===== config.mk =====
export PLATFORM = sky130hd
export DESIGN_NAME = regfile_cmd_sequencer
export DESIGN_NICKNAME = d
export VERILOG_FILES = /design/src/rtl/regfile_cmd_sequencer.sv
export SDC_FILE = /design/constraint.sdc
export NUM_CORES = 1
export LEC_CHECK = 0
export CAP_MARGIN = 20
export CORE_ASPECT_RATIO = 0.8
export CORE_MARGIN = 2
export CORE_UTILIZATION = 39
export CTS_BUF_LIST = sky130_fd_sc_hd__clkbuf_4
export DETAILED_ROUTE_END_ITERATION = 7
export PLACE_DENSITY_LB_ADDON = 0.3
export SLEW_MARGIN = 15
export SYNTH_ARGS = -nofsm -noshare
export SYNTH_HDL_FRONTEND = slang
export SYNTH_SLANG_ARGS = --single-unit

===== constraint.sdc =====
create_clock -name Clk -period 2.7 [get_ports Clk]
set_clock_uncertainty 0.15 [all_clocks]
set_input_delay 0.27 -clock Clk [delete_from_list [all_inputs] [get_ports Clk]]
set_output_delay 0.27 -clock Clk [all_outputs]
set_load 0.01 [all_outputs]

===== src/rtl/regfile_cmd_sequencer.sv =====
// rtl/regfile_cmd_sequencer.sv - in-order command FIFO and bus sequencer for the 8x4 register file
// Commands are queued, issued one at a time on a registered RW/Address/Data_in bus, reads are returned on Rsp_*.
module regfile_cmd_sequencer #(
   parameter int ADDR_W       = 3,
   parameter int DATA_W       = 4,
   parameter int FIFO_DEPTH   = 4,
   parameter int READ_LATENCY = 1
) (
   input  logic                          Clk,
   input  logic                          Rst,
   input  logic                          Cmd_valid,
   output logic                          Cmd_ready,
   input  logic                          Cmd_write,
   input  logic [ADDR_W-1:0]             Cmd_addr,
   input  logic [DATA_W-1:0]             Cmd_data,
   output logic                          RW,
   output logic [ADDR_W-1:0]             Address,
   output logic [DATA_W-1:0]             Data_in,
   input  logic [DATA_W-1:0]             Data_out,
   output logic                          Rsp_valid,
   input  logic                          Rsp_ready,
   output logic [ADDR_W-1:0]             Rsp_addr,
   output logic [DATA_W-1:0]             Rsp_data,
   output logic                          Busy,
   output logic [$clog2(FIFO_DEPTH):0]   Cmd_count
);

   localparam int PTR_W = $clog2(FIFO_DEPTH);
   localparam int CNT_W = PTR_W + 1;
   localparam logic [CNT_W-1:0] DEPTH_C = CNT_W'(FIFO_DEPTH);
   localparam logic [1:0]       LAT_C   = 2'(READ_LATENCY);

   typedef enum logic [1:0] {
      IDLE    = 2'd0,
      WR      = 2'd1,
      RD_WAIT = 2'd2,
      RSP     = 2'd3
   } state_t;

   // FIFO storage needs no reset: the pointers and count define validity.
   logic              fifo_wr_mem   [FIFO_DEPTH];
   logic [ADDR_W-1:0] fifo_addr_mem [FIFO_DEPTH];
   logic [DATA_W-1:0] fifo_data_mem [FIFO_DEPTH];

   logic [PTR_W-1:0]  wr_ptr_q, wr_ptr_d;
   logic [PTR_W-1:0]  rd_ptr_q, rd_ptr_d;
   logic [CNT_W-1:0]  count_q, count_d;

   state_t            state_q, state_d;
   logic [1:0]        lat_q, lat_d;
   logic              rw_q, rw_d;
   logic [ADDR_W-1:0] addr_q, addr_d;
   logic [DATA_W-1:0] din_q, din_d;
   logic              rsp_valid_q, rsp_valid_d;
   logic [ADDR_W-1:0] rsp_addr_q, rsp_addr_d;
   logic [DATA_W-1:0] rsp_data_q, rsp_data_d;

   logic              fifo_empty;
   logic              cmd_ready;
   logic              push;
   logic              pop;
   logic              issue;
   logic              head_write;
   logic [ADDR_W-1:0] head_addr;
   logic [DATA_W-1:0] head_data;

   assign fifo_empty = (count_q == '0);
   assign cmd_ready  = (count_q < DEPTH_C);
   assign push       = Cmd_valid & cmd_ready;
   assign head_write = fifo_wr_mem[rd_ptr_q];
   assign head_addr  = fifo_addr_mem[rd_ptr_q];
   assign head_data  = fifo_data_mem[rd_ptr_q];

   always_comb begin
      wr_ptr_d = wr_ptr_q;
      rd_ptr_d = rd_ptr_q;
      count_d  = count_q;
      if (push) wr_ptr_d = wr_ptr_q + PTR_W'(1);
      if (pop)  rd_ptr_d = rd_ptr_q + PTR_W'(1);
      case ({push, pop})
         2'b10:   count_d = count_q + CNT_W'(1);
         2'b01:   count_d = count_q - CNT_W'(1);
         default: count_d = count_q;
      endcase
   end

   always_comb begin
      state_d     = state_q;
      lat_d       = lat_q;
      rw_d        = rw_q;
      addr_d      = addr_q;
      din_d       = din_q;
      rsp_valid_d = rsp_valid_q;
      rsp_addr_d  = rsp_addr_q;
      rsp_data_d  = rsp_data_q;
      issue       = 1'b0;
      pop         = 1'b0;

      case (state_q)
         IDLE: begin
            rw_d = 1'b0;
            if (!fifo_empty) issue = 1'b1;
         end
         WR: begin
            if (!fifo_empty) begin
               issue = 1'b1;
            end else begin
               rw_d    = 1'b0;
               state_d = IDLE;
            end
         end
         RD_WAIT: begin
            if (lat_q == 2'd0) begin
               rsp_valid_d = 1'b1;
               rsp_addr_d  = addr_q;
               rsp_data_d  = Data_out;
               state_d     = RSP;
            end else begin
               lat_d = lat_q - 2'd1;
            end
         end
         RSP: begin
            if (Rsp_ready) begin
               rsp_valid_d = 1'b0;
               if (!fifo_empty) issue = 1'b1;
               else             state_d = IDLE;
            end
         end
         default: state_d = IDLE;
      endcase

      // Shared issue path so WR and RSP can chain into the next command without an IDLE bubble.
      if (issue) begin
         pop    = 1'b1;
         addr_d = head_addr;
         if (head_write) begin
            rw_d    = 1'b1;
            din_d   = head_data;
            state_d = WR;
         end else begin
            rw_d    = 1'b0;
            lat_d   = LAT_C;
            state_d = RD_WAIT;
         end
      end
   end

   always_ff @(posedge Clk) begin
      if (push) begin
         fifo_wr_mem[wr_ptr_q]   <= Cmd_write;
         fifo_addr_mem[wr_ptr_q] <= Cmd_addr;
         fifo_data_mem[wr_ptr_q] <= Cmd_data;
      end
   end

   always_ff @(posedge Clk) begin
      if (Rst) begin
         wr_ptr_q    <= '0;
         rd_ptr_q    <= '0;
         count_q     <= '0;
         state_q     <= IDLE;
         lat_q       <= '0;
         rw_q        <= 1'b0;
         addr_q      <= '0;
         din_q       <= '0;
         rsp_valid_q <= 1'b0;
         rsp_addr_q  <= '0;
         rsp_data_q  <= '0;
      end else begin
         wr_ptr_q    <= wr_ptr_d;
         rd_ptr_q    <= rd_ptr_d;
         count_q     <= count_d;
         state_q     <= state_d;
         lat_q       <= lat_d;
         rw_q        <= rw_d;
         addr_q      <= addr_d;
         din_q       <= din_d;
         rsp_valid_q <= rsp_valid_d;
         rsp_addr_q  <= rsp_addr_d;
         rsp_data_q  <= rsp_data_d;
      end
   end

   assign Cmd_ready = cmd_ready;
   assign RW        = rw_q;
   assign Address   = addr_q;
   assign Data_in   = din_q;
   assign Rsp_valid = rsp_valid_q;
   assign Rsp_addr  = rsp_addr_q;
   assign Rsp_data  = rsp_data_q;
   assign Busy      = (state_q != IDLE) | !fifo_empty;
   assign Cmd_count = count_q;

endmodule


# == After elaboration in Yosys (flattened, before gate mapping) ==
# Memory sizes are Yosys's and may differ from the RTL's. A register that Yosys moved wholly into a read port is not among the register bits.
# Cells that the tools add are included.
# W data, S select, Z words.
# word_totals
register_bits,20
ramBits,32
in_bits,16
output_inout_bits,21
word_cells,71
memories,3
# mem_list
memory,depth,word_bits,rd,rd_ports_with_merged_regs,wr,line,rtl
fifo_data_mem,4,4,1,1,1,43,logic [DATA_W-1:0] fifo_data_mem [FIFO_DEPTH];
fifo_addr_mem,4,3,1,1,1,42,logic [ADDR_W-1:0] fifo_addr_mem [FIFO_DEPTH];
fifo_wr_mem,4,1,1,1,1,41,logic fifo_wr_mem [FIFO_DEPTH];
# op_classes
addsub,5
magnitude_cmp,1
eq_ne,10
muxes,26
n_bitwise,2
reduce_logical,15
# ops
cell,count
$mux W2,11
$mux W1,10
$ne A3 B3 Y1 const B,3
$eq A2 B2 Y1 const B,3
$pmux W1 S2,3
$pmux W2 S3,1
$pmux W3 S2,1
$reduce_and A2 Y1,3
$reduce_and A3 Y1,2
$reduce_bool A2 Y1,3
$add A2 B1 Y2 const B,2
$eq A2 B1 Y1 const B,2
$logic_not A2 Y1,2
$ne A2 B2 Y1 const B,2
$reduce_bool A4 Y1,1
$add A3 B1 Y3 const B,1
$logic_not A3 Y1,1
$lt A3 B3 Y1 const B,1
$reduce_bool A3 Y1,1
$sub A3 B1 Y3 const B,1
$reduce_or A2 Y1,1
$sub A2 B1 Y2 const B,1
$and A1 B1 Y1,1
$logic_not A1 Y1,1
$or A1 B1 Y1,1

# == Logic depth before layout (Yosys ltp) ==
# Gate-level depths: netlist (run 1).
# logic_depth
word_depth,7
mapped_depth,9
ltp_nobuf,8

# == Least setup slack after synthesis (run 1) ==
# Ideal clock, no wire load.
# synth_path
kind,reg2reg
startpoint,register count_q[0] (netlist: Cmd_count[0])
endpoint,register count_q[2] (netlist: Cmd_count[2])
setup_time_ns,0.070
t_arrival_ns,1.960
required_time_ns,2.480
slack_ns,0.519
path_stages_with_launch,10
path_buffers,1
period_less_slack_ns,2.181
cell_sequence,dfxtp_1 > nor3_1 > clkbuf_1 > nor2_1 > ha_1 > inv_1 > fa_1 > xor2_1 > or3_1 > a21oi_1
# synth_between
elab_chain_cells,7
elab_cells_between_ends,13
cone_classes,add/sub: 2; order compare: 1; eq/ne: 2; mux: 5; bitwise: 1; reduce/logical: 2
# synth_lines
item,line,rtl
start: declaration,47,"logic [CNT_W-1:0] count_q, count_d;"
start signal: assignment,172,count_q <= count_d;
$logic_not A3 Y1 (*),67,assign fifo_empty = (count_q == '0);
$mux W1 (*),"102, 105, 125",
$mux W1,123,if (Rsp_ready) begin
$pmux W1 S2 (*),99,case (state_q)
via issue,62,logic issue;
$mux W1 (*),133,if (issue) begin
$eq A2 B1 Y1 or $eq A2 B2 Y1 (tied branches),80,"case ({push, pop})"
$pmux W3 S2 or $reduce_bool A2 Y1 (tied branches),--,
# Mark *: on every way through the listed nets, which the timed path passes. The rest lies on a longest branch.
# A chain may end at the register's enable or synchronous reset.

# == Worst setup path after layout (run 1) ==
# layout_path
startpoint,register state_q[0]
endpoint,register count_q[2] (netlist: Cmd_count[2])
# layout_between
elab_chain_cells,6
elab_cells_between_ends,10
cone_classes,eq/ne: 4; mux: 3; reduce/logical: 3
# layout_lines
item,line,rtl
start: declaration,49,"state_t state_q, state_d;"
start signal: assignment,173,state_q <= state_d;
$eq A2 B1 Y1 or $logic_not A2 Y1 (tied branches),99,
$reduce_or A2 Y1 (no source line),--,
$pmux W1 S2 (*),99,
via issue,62,
$mux W1 (*),133,
$eq A2 B1 Y1 or $eq A2 B2 Y1 (tied branches),80,
$pmux W3 S2 or $reduce_bool A2 Y1 (tied branches),--,
# Marks and branches as above.

==> results of run 1 <==
==> critical path, stage by stage, from the launching register on <==
cell and delay, ns:
sky130_fd_sc_hd__dfxtp_1 0.51, sky130_fd_sc_hd__a21boi_2 0.13, sky130_fd_sc_hd__nor2_1 0.15, sky130_fd_sc_hd__ha_1 0.20, sky130_fd_sc_hd__inv_1 0.06, sky130_fd_sc_hd__fa_1 0.37, sky130_fd_sc_hd__xor2_1 0.16, sky130_fd_sc_hd__or3_1 0.30
sky130_fd_sc_hd__a21oi_1 0.14
==> synth_stat cells <==
library cell and n:
sky130_fd_sc_hd__nand3_2 1, sky130_fd_sc_hd__or3_4 1, sky130_fd_sc_hd__clkinv_1 1, sky130_fd_sc_hd__nand3_1 5, sky130_fd_sc_hd__a221oi_2 1, sky130_fd_sc_hd__inv_1 9, sky130_fd_sc_hd__ha_1 5, sky130_fd_sc_hd__o2111a_1 1
sky130_fd_sc_hd__clkbuf_1 8, sky130_fd_sc_hd__a21boi_2 1, sky130_fd_sc_hd__and2_1 4, sky130_fd_sc_hd__mux4_2 8, sky130_fd_sc_hd__nand2_1 9, sky130_fd_sc_hd__buf_2 3, sky130_fd_sc_hd__o211ai_1 1, sky130_fd_sc_hd__or4_1 1
sky130_fd_sc_hd__nor2b_1 1, sky130_fd_sc_hd__o31ai_1 2, sky130_fd_sc_hd__nor2_1 15, sky130_fd_sc_hd__nor4b_1 1, sky130_fd_sc_hd__a21bo_2 1, sky130_fd_sc_hd__o21ai_0 6, sky130_fd_sc_hd__nor3_1 1, sky130_fd_sc_hd__a221oi_1 1
sky130_fd_sc_hd__xnor2_1 1, sky130_fd_sc_hd__nor4bb_1 1, sky130_fd_sc_hd__or3_1 2, sky130_fd_sc_hd__fa_1 1, sky130_fd_sc_hd__xor2_1 2, sky130_fd_sc_hd__edfxtp_1 32, sky130_fd_sc_hd__a21oi_1 13, sky130_fd_sc_hd__dfxtp_1 29
sky130_fd_sc_hd__nand2b_1 1, sky130_fd_sc_hd__mux2i_1 12
==> where the power goes <==
part           internal [µW]  total [µW]  leakage, µW  switching (µW)
Sequential              1150        1290     0.000530             141
Clock                    285         601    0.0000800             316
Combinational            471         887     0.000447             417
==> worst paths after layout <==
| kind | depth (start not counted) | to |
|---|---|---|
| max | 8 | Cmd_count[2] |
| min | 2 | Data_in[1] |
| max reg2reg | 8 | Cmd_count[2] |
| min reg2reg | 2 | Data_in[1] |
==> kinds of logic (layout without fill, tap and decap cells) <==
group                      count (synthesis)  after routing  synth area share, %
DFF                                       61             61                63.57
muxes                                     20             20                12.38
xor gates and xnor gates                   3              3                1.084
buffers and inverters                     21             67                3.405
adders and majority gates                  6              6                3.406
and+or+nand+nor                           43             43                8.978
AOI/OAI and AO/OA                         27             27                7.172
==> per-stage QoR <==
stage                     setup slack (ns)  hold WS (ns)  cell area, µm²  util [%]  std cells
after floorplan                     0.5195        0.2189            2425         -        181
after global placement              0.2617        0.2979            2885     48.29        292
after detailed placement            0.2088        0.3073            2885     48.29        292
after CTS                           0.4237        0.2985            3014     50.45        308
after global routing                0.3180        0.2870            3014     50.45        308
final                               0.4573        0.3160            3014     50.45        308
==> cell usage in the layout, fill, tap and decap left out, types with 5 or more instances in the layout <==
master / count
sky130_fd_sc_hd__nor2_1: 15
sky130_fd_sc_hd__ha_1: 5
sky130_fd_sc_hd__clkdlybuf4s50_1: 36
sky130_fd_sc_hd__nand2_1: 9
sky130_fd_sc_hd__edfxtp_1: 32
sky130_fd_sc_hd__clkbuf_4: 10
sky130_fd_sc_hd__dfxtp_1: 29
sky130_fd_sc_hd__o21ai_0: 6
sky130_fd_sc_hd__inv_1: 9
sky130_fd_sc_hd__nand3_1: 5
sky130_fd_sc_hd__mux4_2: 8
sky130_fd_sc_hd__mux2i_1: 12
sky130_fd_sc_hd__buf_4: 5
sky130_fd_sc_hd__a21oi_1: 13
==> layer usage <==
metal  wire (µm)  vias up  global-route usage (%)
met2        2198       28                   21.65
met5           0        -                       0
met4          31        0                   6.468
met3         189        2                   6.180
li1            -      737                       -
met1        2051      697                   17.41
==> state kept, by name (all words and copies together) (netlist names), 3 cells and up, named ones only <==
signal / count
fifo_data_mem: 16
fifo_addr_mem: 12
Data_in: 4
Rsp_data: 4
fifo_wr_mem: 4
Address: 3
Cmd_count: 3
Rsp_addr: 3
==> cell type report <==
| type | count | area [µm²] | share of cell area (%) |
|---|---|---|---|
| well taps | 81 | 101.3 | 3.362 |
| inverters | 10 | 37.54 | 1.245 |
| multi-input cells | 99 | 807.0 | 26.77 |
| flip-flops and latches | 61 | 1541 | 51.14 |
| repair buffers | 41 | 397.9 | 13.20 |
| clock inverters | 6 | 53.80 | 1.785 |
| clock buffers | 10 | 75.07 | 2.491 |
==> report_table.html, run 1 <==
<table>
<tr><th>Metric</th><th>Value</th></tr>
<tr><th colspan="2">Run status</th></tr>
<tr><td>Run status</td><td>completed</td></tr>
<tr><th colspan="2">Die</th></tr>
<tr><td>Overall die area</td><td>6868 µm²</td></tr>
<tr><td>Horiz. Die Dim</td><td>92.16 µm</td></tr>
<tr><td>Effective utilization at floorplan</td><td>40.59%</td></tr>
<tr><td>Core area</td><td>5974 µm²</td></tr>
<tr><td>Io pins</td><td>37</td></tr>
<tr><td>Die H</td><td>74.53 µm</td></tr>
<tr><td>Number of rows in the core area</td><td>25</td></tr>
<tr><th colspan="2">Synthesis</th></tr>
<tr><td>Count of mapped cells out of synthesis</td><td>181</td></tr>
<tr><td>Number of register bits inferred by synthesis</td><td>61</td></tr>
<tr><td>Cells taking the most area after synthesis</td><td>sky130_fd_sc_hd__edfxtp_1 40%, sky130_fd_sc_hd__dfxtp_1 24%, sky130_fd_sc_hd__mux4_2 7.4%, sky130_fd_sc_hd__mux2i_1 5.0%, sky130_fd_sc_hd__a21oi_1 2.7%</td></tr>
<tr><td>Biggest area consumer among synthesized cells</td><td>sky130_fd_sc_hd__edfxtp_1</td></tr>
<tr><td>Mean Syn Cell Area</td><td>13.40 µm²</td></tr>
<tr><td>Proportion of netlist area held by the largest area contributor</td><td>39.63%</td></tr>
<tr><td>Net count of the mapped netlist</td><td>203</td></tr>
<tr><td>Total number of yosys warnings</td><td>0</td></tr>
<tr><td>Number of distinct library cells after synthesis</td><td>34</td></tr>
<tr><td>Synth Cell Area</td><td>2425 µm²</td></tr>
<tr><td>Fraction of the yosys area taken by sequential cells</td><td>63.57%</td></tr>
<tr><th colspan="2">Finish</th></tr>
<tr><td>Area overhead of the layout relative to synthesis</td><td>24.30%</td></tr>
<tr><td>Fraction of layout instances using a drive strength above 1</td><td>15.42%</td></tr>
<tr><td>Number of fill cells in the layout</td><td>538</td></tr>
<tr><td>Antenna fix cells</td><td>0</td></tr>
<tr><td>Final #Nets</td><td>244</td></tr>
<tr><th colspan="2">Setup path</th></tr>
<tr><td>Type of the worst setup path</td><td>reg -&gt; reg</td></tr>
<tr><td>Critical path fanouts, max</td><td>9</td></tr>
<tr><td>Arrival time of the worst setup path</td><td>2.42 ns</td></tr>
<tr><td>FF-to-FF Start</td><td>state_q[0]</td></tr>
<tr><td>Register-to-register path setup slack</td><td>0.46 ns</td></tr>
<tr><td>Worst Path Required</td><td>2.88 ns</td></tr>
<tr><td>Element type at the critical path end</td><td>flip-flop</td></tr>
<tr><td>Sort of element at the start of the critical path</td><td>flip-flop</td></tr>
<tr><td>Worst Setup SP</td><td>state_q[0]</td></tr>
<tr><th colspan="2">Clock tree</th></tr>
<tr><td>Cells resized by post-CTS repair</td><td>0</td></tr>
<tr><td>H-tree levels</td><td>3</td></tr>
<tr><td>Clock slew seen by the registers of the worst setup and hold paths</td><td>0.11 ns</td></tr>
<tr><td>Clock buffers created by TritonCTS</td><td>9</td></tr>
<tr><td>CTS tree</td><td>built</td></tr>
<tr><td>Root Buffer</td><td>sky130_fd_sc_hd__clkbuf_4</td></tr>
<tr><td>Number of hold buffers added after CTS</td><td>0</td></tr>
<tr><td>Clock latency at the later pin of the worst-skew pair</td><td>0.40 ns</td></tr>
<tr><td>Post-CTS Setup Inserts</td><td>0</td></tr>
<tr><td>Clock tree buffer depth</td><td>2</td></tr>
<tr><td>Sinks on Clock Net</td><td>61</td></tr>
<tr><th colspan="2">Detailed routing</th></tr>
<tr><td>Via total after detailed routing</td><td>1464</td></tr>
<tr><td>Via-per-instance ratio</td><td>4.753</td></tr>
<tr><td>Total wire length</td><td>4472 µm</td></tr>
<tr><td>First-pass iteration count of the detailed router</td><td>4</td></tr>
<tr><td>Average wire length per cell after detail routing</td><td>14.52 µm</td></tr>
<tr><td>Final ANT Viol Nets</td><td>0</td></tr>
<tr><td>Violation count after the first detailed-routing iteration</td><td>130</td></tr>
<tr><td>Number of design rule violations left after detail routing</td><td>0</td></tr>
<tr><th colspan="2">Global routing</th></tr>
<tr><td>Number of global-route vias before repair</td><td>1415</td></tr>
<tr><td>Wire length of the first global-routing pass</td><td>6934 µm</td></tr>
<tr><td>Total global-route track usage</td><td>14.06%</td></tr>
<tr><td>Pin count of the biggest net entering global routing</td><td>24</td></tr>
<tr><td>Total gr overflow</td><td>0</td></tr>
<tr><td>Antenna violations before repair</td><td>0</td></tr>
<tr><th colspan="2">Placed design</th></tr>
<tr><td>Port bufs</td><td>36</td></tr>
<tr><td>Global placer's final weighted congestion</td><td>0.7943</td></tr>
<tr><td>Post-detail-place hpwl</td><td>3115 µm</td></tr>
<tr><th colspan="2">Min path</th></tr>
<tr><td>Worst Min Path Start</td><td>Data_in[1]</td></tr>
<tr><td>Tightest Hold Check Type</td><td>reg -&gt; reg</td></tr>
<tr><th colspan="2">STA</th></tr>
<tr><td>Hold Violations, Final</td><td>0</td></tr>
<tr><td>Max Freq</td><td>445.9 MHz</td></tr>
<tr><td>Slew Limit Headroom</td><td>63.65%</td></tr>
<tr><td>Unrepaired setup endpoints after global routing</td><td>false</td></tr>
<tr><td>Worst slew pin tran</td><td>0.5445 ns</td></tr>
<tr><td>Post-route fraction of the period consumed by the critical path</td><td>83.06%</td></tr>
<tr><td>Final total negative setup slack</td><td>0 ns</td></tr>
<tr><td>Max Slew Vio Count</td><td>0</td></tr>
<tr><td>Clock period minus final worst setup slack</td><td>2.243 ns</td></tr>
<tr><td>Final setup violating endpoints</td><td>0</td></tr>
<tr><th colspan="2">Power and ir drop</th></tr>
<tr><td>Final Total Pwr</td><td>2776 µW</td></tr>
<tr><td>P per Cell Area</td><td>920.8 nW/µm²</td></tr>
<tr><td>Static Leak</td><td>0.001057 µW</td></tr>
<tr><td>VDD IR max</td><td>0.4737 mV</td></tr>
<tr><th colspan="2">Run</th></tr>
<tr><td>Max-cap check violation count</td><td>0</td></tr>
</table>
No activity file was read; power rests on OpenSTA's default activity.
==> run 2, diff against run 1 <==
Clock period 2.7 ns to 2.3 ns, I/O delays scaled along.
==> report_table.html, run 2 (synthesis gave the netlist of run 1 again) <==
<table>
<tr><th>Metric</th><th>Value</th></tr>
<tr><th colspan="2">Placed design</th></tr>
<tr><td>Port bufs</td><td>36</td></tr>
<tr><td>Placed Cells incl. Taps</td><td>297</td></tr>
<tr><td>Global placer's final weighted congestion</td><td>0.7543</td></tr>
<tr><td>Post-detail-place hpwl</td><td>3070 µm</td></tr>
<tr><td>Worst setup slack before clock tree synthesis</td><td>-0.05683 ns</td></tr>
<tr><th colspan="2">Die</th></tr>
<tr><td>Die H</td><td>74.53 µm</td></tr>
<tr><td>Io pins</td><td>37</td></tr>
<tr><td>Effective utilization at floorplan</td><td>40.59%</td></tr>
<tr><td>Overall die area</td><td>6868 µm²</td></tr>
<tr><td>Number of rows in the core area</td><td>25</td></tr>
<tr><td>Horiz. Die Dim</td><td>92.16 µm</td></tr>
<tr><td>Core area</td><td>5974 µm²</td></tr>
<tr><th colspan="2">Global routing</th></tr>
<tr><td>Total global-route track usage</td><td>14.56%</td></tr>
<tr><td>Pin count of the biggest net entering global routing</td><td>20</td></tr>
<tr><td>Total gr overflow</td><td>0</td></tr>
<tr><td>Antenna violations before repair</td><td>0</td></tr>
<tr><td>Number of global-route vias before repair</td><td>1450</td></tr>
<tr><td>Wire length of the first global-routing pass</td><td>7217 µm</td></tr>
<tr><th colspan="2">Setup path</th></tr>
<tr><td>Critical path fanouts, max</td><td>11</td></tr>
<tr><td>Worst Path Required</td><td>1.92 ns</td></tr>
<tr><td>Cell Chain, Critical Path</td><td>nor3_2 -&gt; buf_4 -&gt; nand2_1 -&gt; clkdlybuf4s50_1</td></tr>
<tr><td>Arrival time of the worst setup path</td><td>1.74 ns</td></tr>
<tr><td>Element type at the critical path end</td><td>primary output</td></tr>
<tr><td>Sort of element at the start of the critical path</td><td>flip-flop</td></tr>
<tr><td>Worst stage delay on the critical path</td><td>0.48 ns</td></tr>
<tr><td>Type of the worst setup path</td><td>reg -&gt; out</td></tr>
<tr><td>Cell at the slowest stage of the critical path</td><td>sky130_fd_sc_hd__clkdlybuf4s50_1</td></tr>
<tr><th colspan="2">Run status</th></tr>
<tr><td>Run status</td><td>completed</td></tr>
<tr><th colspan="2">Run</th></tr>
<tr><td>Max-cap check violation count</td><td>0</td></tr>
<tr><th colspan="2">Clock tree</th></tr>
<tr><td>Clock buffers created by TritonCTS</td><td>9</td></tr>
<tr><td>Cells resized by post-CTS repair</td><td>0</td></tr>
<tr><td>H-tree levels</td><td>3</td></tr>
<tr><td>Clock tree buffer depth</td><td>2</td></tr>
<tr><td>Clock latency at the later pin of the worst-skew pair</td><td>0.41 ns</td></tr>
<tr><td>Clock slew seen by the registers of the worst setup and hold paths</td><td>0.11 ns</td></tr>
<tr><td>Sinks on Clock Net</td><td>61</td></tr>
<tr><td>Number of hold buffers added after CTS</td><td>0</td></tr>
<tr><td>Post-CTS Setup Inserts</td><td>0</td></tr>
<tr><td>CTS tree</td><td>built</td></tr>
<tr><td>Root Buffer</td><td>sky130_fd_sc_hd__clkbuf_4</td></tr>
<tr><th colspan="2">Finish</th></tr>
<tr><td>Area overhead of the layout relative to synthesis</td><td>27.24%</td></tr>
<tr><td>Max FFs per register</td><td>16</td></tr>
<tr><td>Commonest non-fill, non-tap cell in the layout</td><td>sky130_fd_sc_hd__clkdlybuf4s50_1</td></tr>
<tr><td>Fraction of layout instances using a drive strength above 1</td><td>17.67%</td></tr>
<tr><td>Fin cells</td><td>313</td></tr>
<tr><td>Biggest registers after layout</td><td>fifo_data_mem x16, fifo_addr_mem x12</td></tr>
<tr><td>Commonest cells after routing, fill and taps aside</td><td>36 x sky130_fd_sc_hd__clkdlybuf4s50_1, 32 x sky130_fd_sc_hd__edfxtp_1, 29 x sky130_fd_sc_hd__dfxtp_1, 15 x sky130_fd_sc_hd__nor2_1, 13 x sky130_fd_sc_hd__a21oi_1</td></tr>
<tr><td>Antenna fix cells</td><td>0</td></tr>
<tr><td>Final #Nets</td><td>249</td></tr>
<tr><td>Top register by number of flip-flops</td><td>fifo_data_mem</td></tr>
<tr><th colspan="2">STA</th></tr>
<tr><td>Post-route fraction of the period consumed by the critical path</td><td>92.22%</td></tr>
<tr><td>Final setup violating endpoints</td><td>0</td></tr>
<tr><td>Slew Limit Headroom</td><td>71.49%</td></tr>
<tr><td>Smallest setup slack after layout</td><td>0.1789 ns</td></tr>
<tr><td>Hold Violations, Final</td><td>0</td></tr>
<tr><td>Worst slew pin tran</td><td>0.4277 ns</td></tr>
<tr><td>Clock period minus final worst setup slack</td><td>2.121 ns</td></tr>
<tr><td>Max Freq</td><td>471.4 MHz</td></tr>
<tr><td>Unrepaired setup endpoints after global routing</td><td>false</td></tr>
<tr><td>Max Slew Vio Count</td><td>0</td></tr>
<tr><th colspan="2">Detailed routing</th></tr>
<tr><td>Via-per-instance ratio</td><td>4.853</td></tr>
<tr><td>First-pass iteration count of the detailed router</td><td>4</td></tr>
<tr><td>Number of design rule violations left after detail routing</td><td>0</td></tr>
<tr><td>Via total after detailed routing</td><td>1519</td></tr>
<tr><td>Final ANT Viol Nets</td><td>0</td></tr>
<tr><td>Violation count after the first detailed-routing iteration</td><td>101</td></tr>
<tr><td>Total wire length</td><td>4318 µm</td></tr>
<tr><td>Average wire length per cell after detail routing</td><td>13.80 µm</td></tr>
<tr><th colspan="2">Power and ir drop</th></tr>
<tr><td>Static Leak</td><td>0.001095 µW</td></tr>
<tr><td>P per Cell Area</td><td>1109 nW/µm²</td></tr>
<tr><td>VDD IR max</td><td>0.6534 mV</td></tr>
<tr><th colspan="2">Min path</th></tr>
<tr><td>Tightest Hold Check Type</td><td>in -&gt; reg</td></tr>
</table>
run 2: cell types whose count changed in the layout (fill, tap and decap cells not counted):
cell | before | now
sky130_fd_sc_hd__inv_2 | 1 | 0
sky130_fd_sc_hd__bufinv_16 | 1 | 2
sky130_fd_sc_hd__clkbuf_4 | 10 | 11
sky130_fd_sc_hd__nor3_1 | 1 | 0
sky130_fd_sc_hd__nor3_2 | 0 | 1
sky130_fd_sc_hd__clkinv_2 | 4 | 3
sky130_fd_sc_hd__buf_4 | 5 | 10
run 2: per-layer routing:
layer	part of all wire (%)	wire (µm)	GRT usage, %	up-vias
met3	5.0	218	6.687	8
li1	-	-	-	751
met2	45	1960	21.98	23
met1	48	2068	18.47	737
met4	1.6	70	5.970	0
met5	0	0	0	-
run 2: area by class of cell:
type,count,area (µm²)
sequential,61,1541
fill,531,2889
multi-input combinational,99,812.0
clock inverter,5,75.07
tap,81,101.3
clock buffer,11,82.58
timing repair buffer,46,435.4
inverter,10,37.54
run 2: worst max-delay path, delay by kind of cell (launching register included):
kind | cells | cell delay, ns
AND/OR/NAND/NOR | 2 | 0.30
flip-flops | 1 | 0.36
buffers and inverters | 2 | 0.68
run 2: worst paths after layout:
check	depth (start not counted)	end	slack (ns)	start
hold / removal	3	Rsp_data[0]	0.27	Data_out[0]
hold reg to reg	2	Data_in[2]	0.31	Data_in[2]
setup / recovery	4	Busy	0.18	Cmd_count[0]
setup reg to reg	8	Cmd_count[2]	0.24	Cmd_count[2]
run 2: report_power, final:
part / switching, µW / internal [µW]
logic: 520 / 585
clock network: 371 / 461
registers: 138 / 1350
run 2: metrics by stage:
stage | area, µm² | TNS [ns] | hold WS [ns] | util, % | power, µW
CTS | 3080 | 0 | 0.2540 | 51.56 | 3460
detailed placement | 2923 | -0.05683 | 0.3065 | 48.92 | 2625
finish | 3085 | 0 | 0.2684 | 51.64 | 3420
global placement | 2923 | -0.03633 | 0.2975 | 48.92 | 2601
floorplan | 2425 | 0 | 0.1789 | - | 2173
global route | 3085 | 0 | 0.2435 | 51.64 | 3652
==> run 3, diff against run 2 <==
Settings changed: SLEW_MARGIN 15 to 40.
==> results of run 3 <==
Final layout, timing and power as in run 2 (identical DEF).
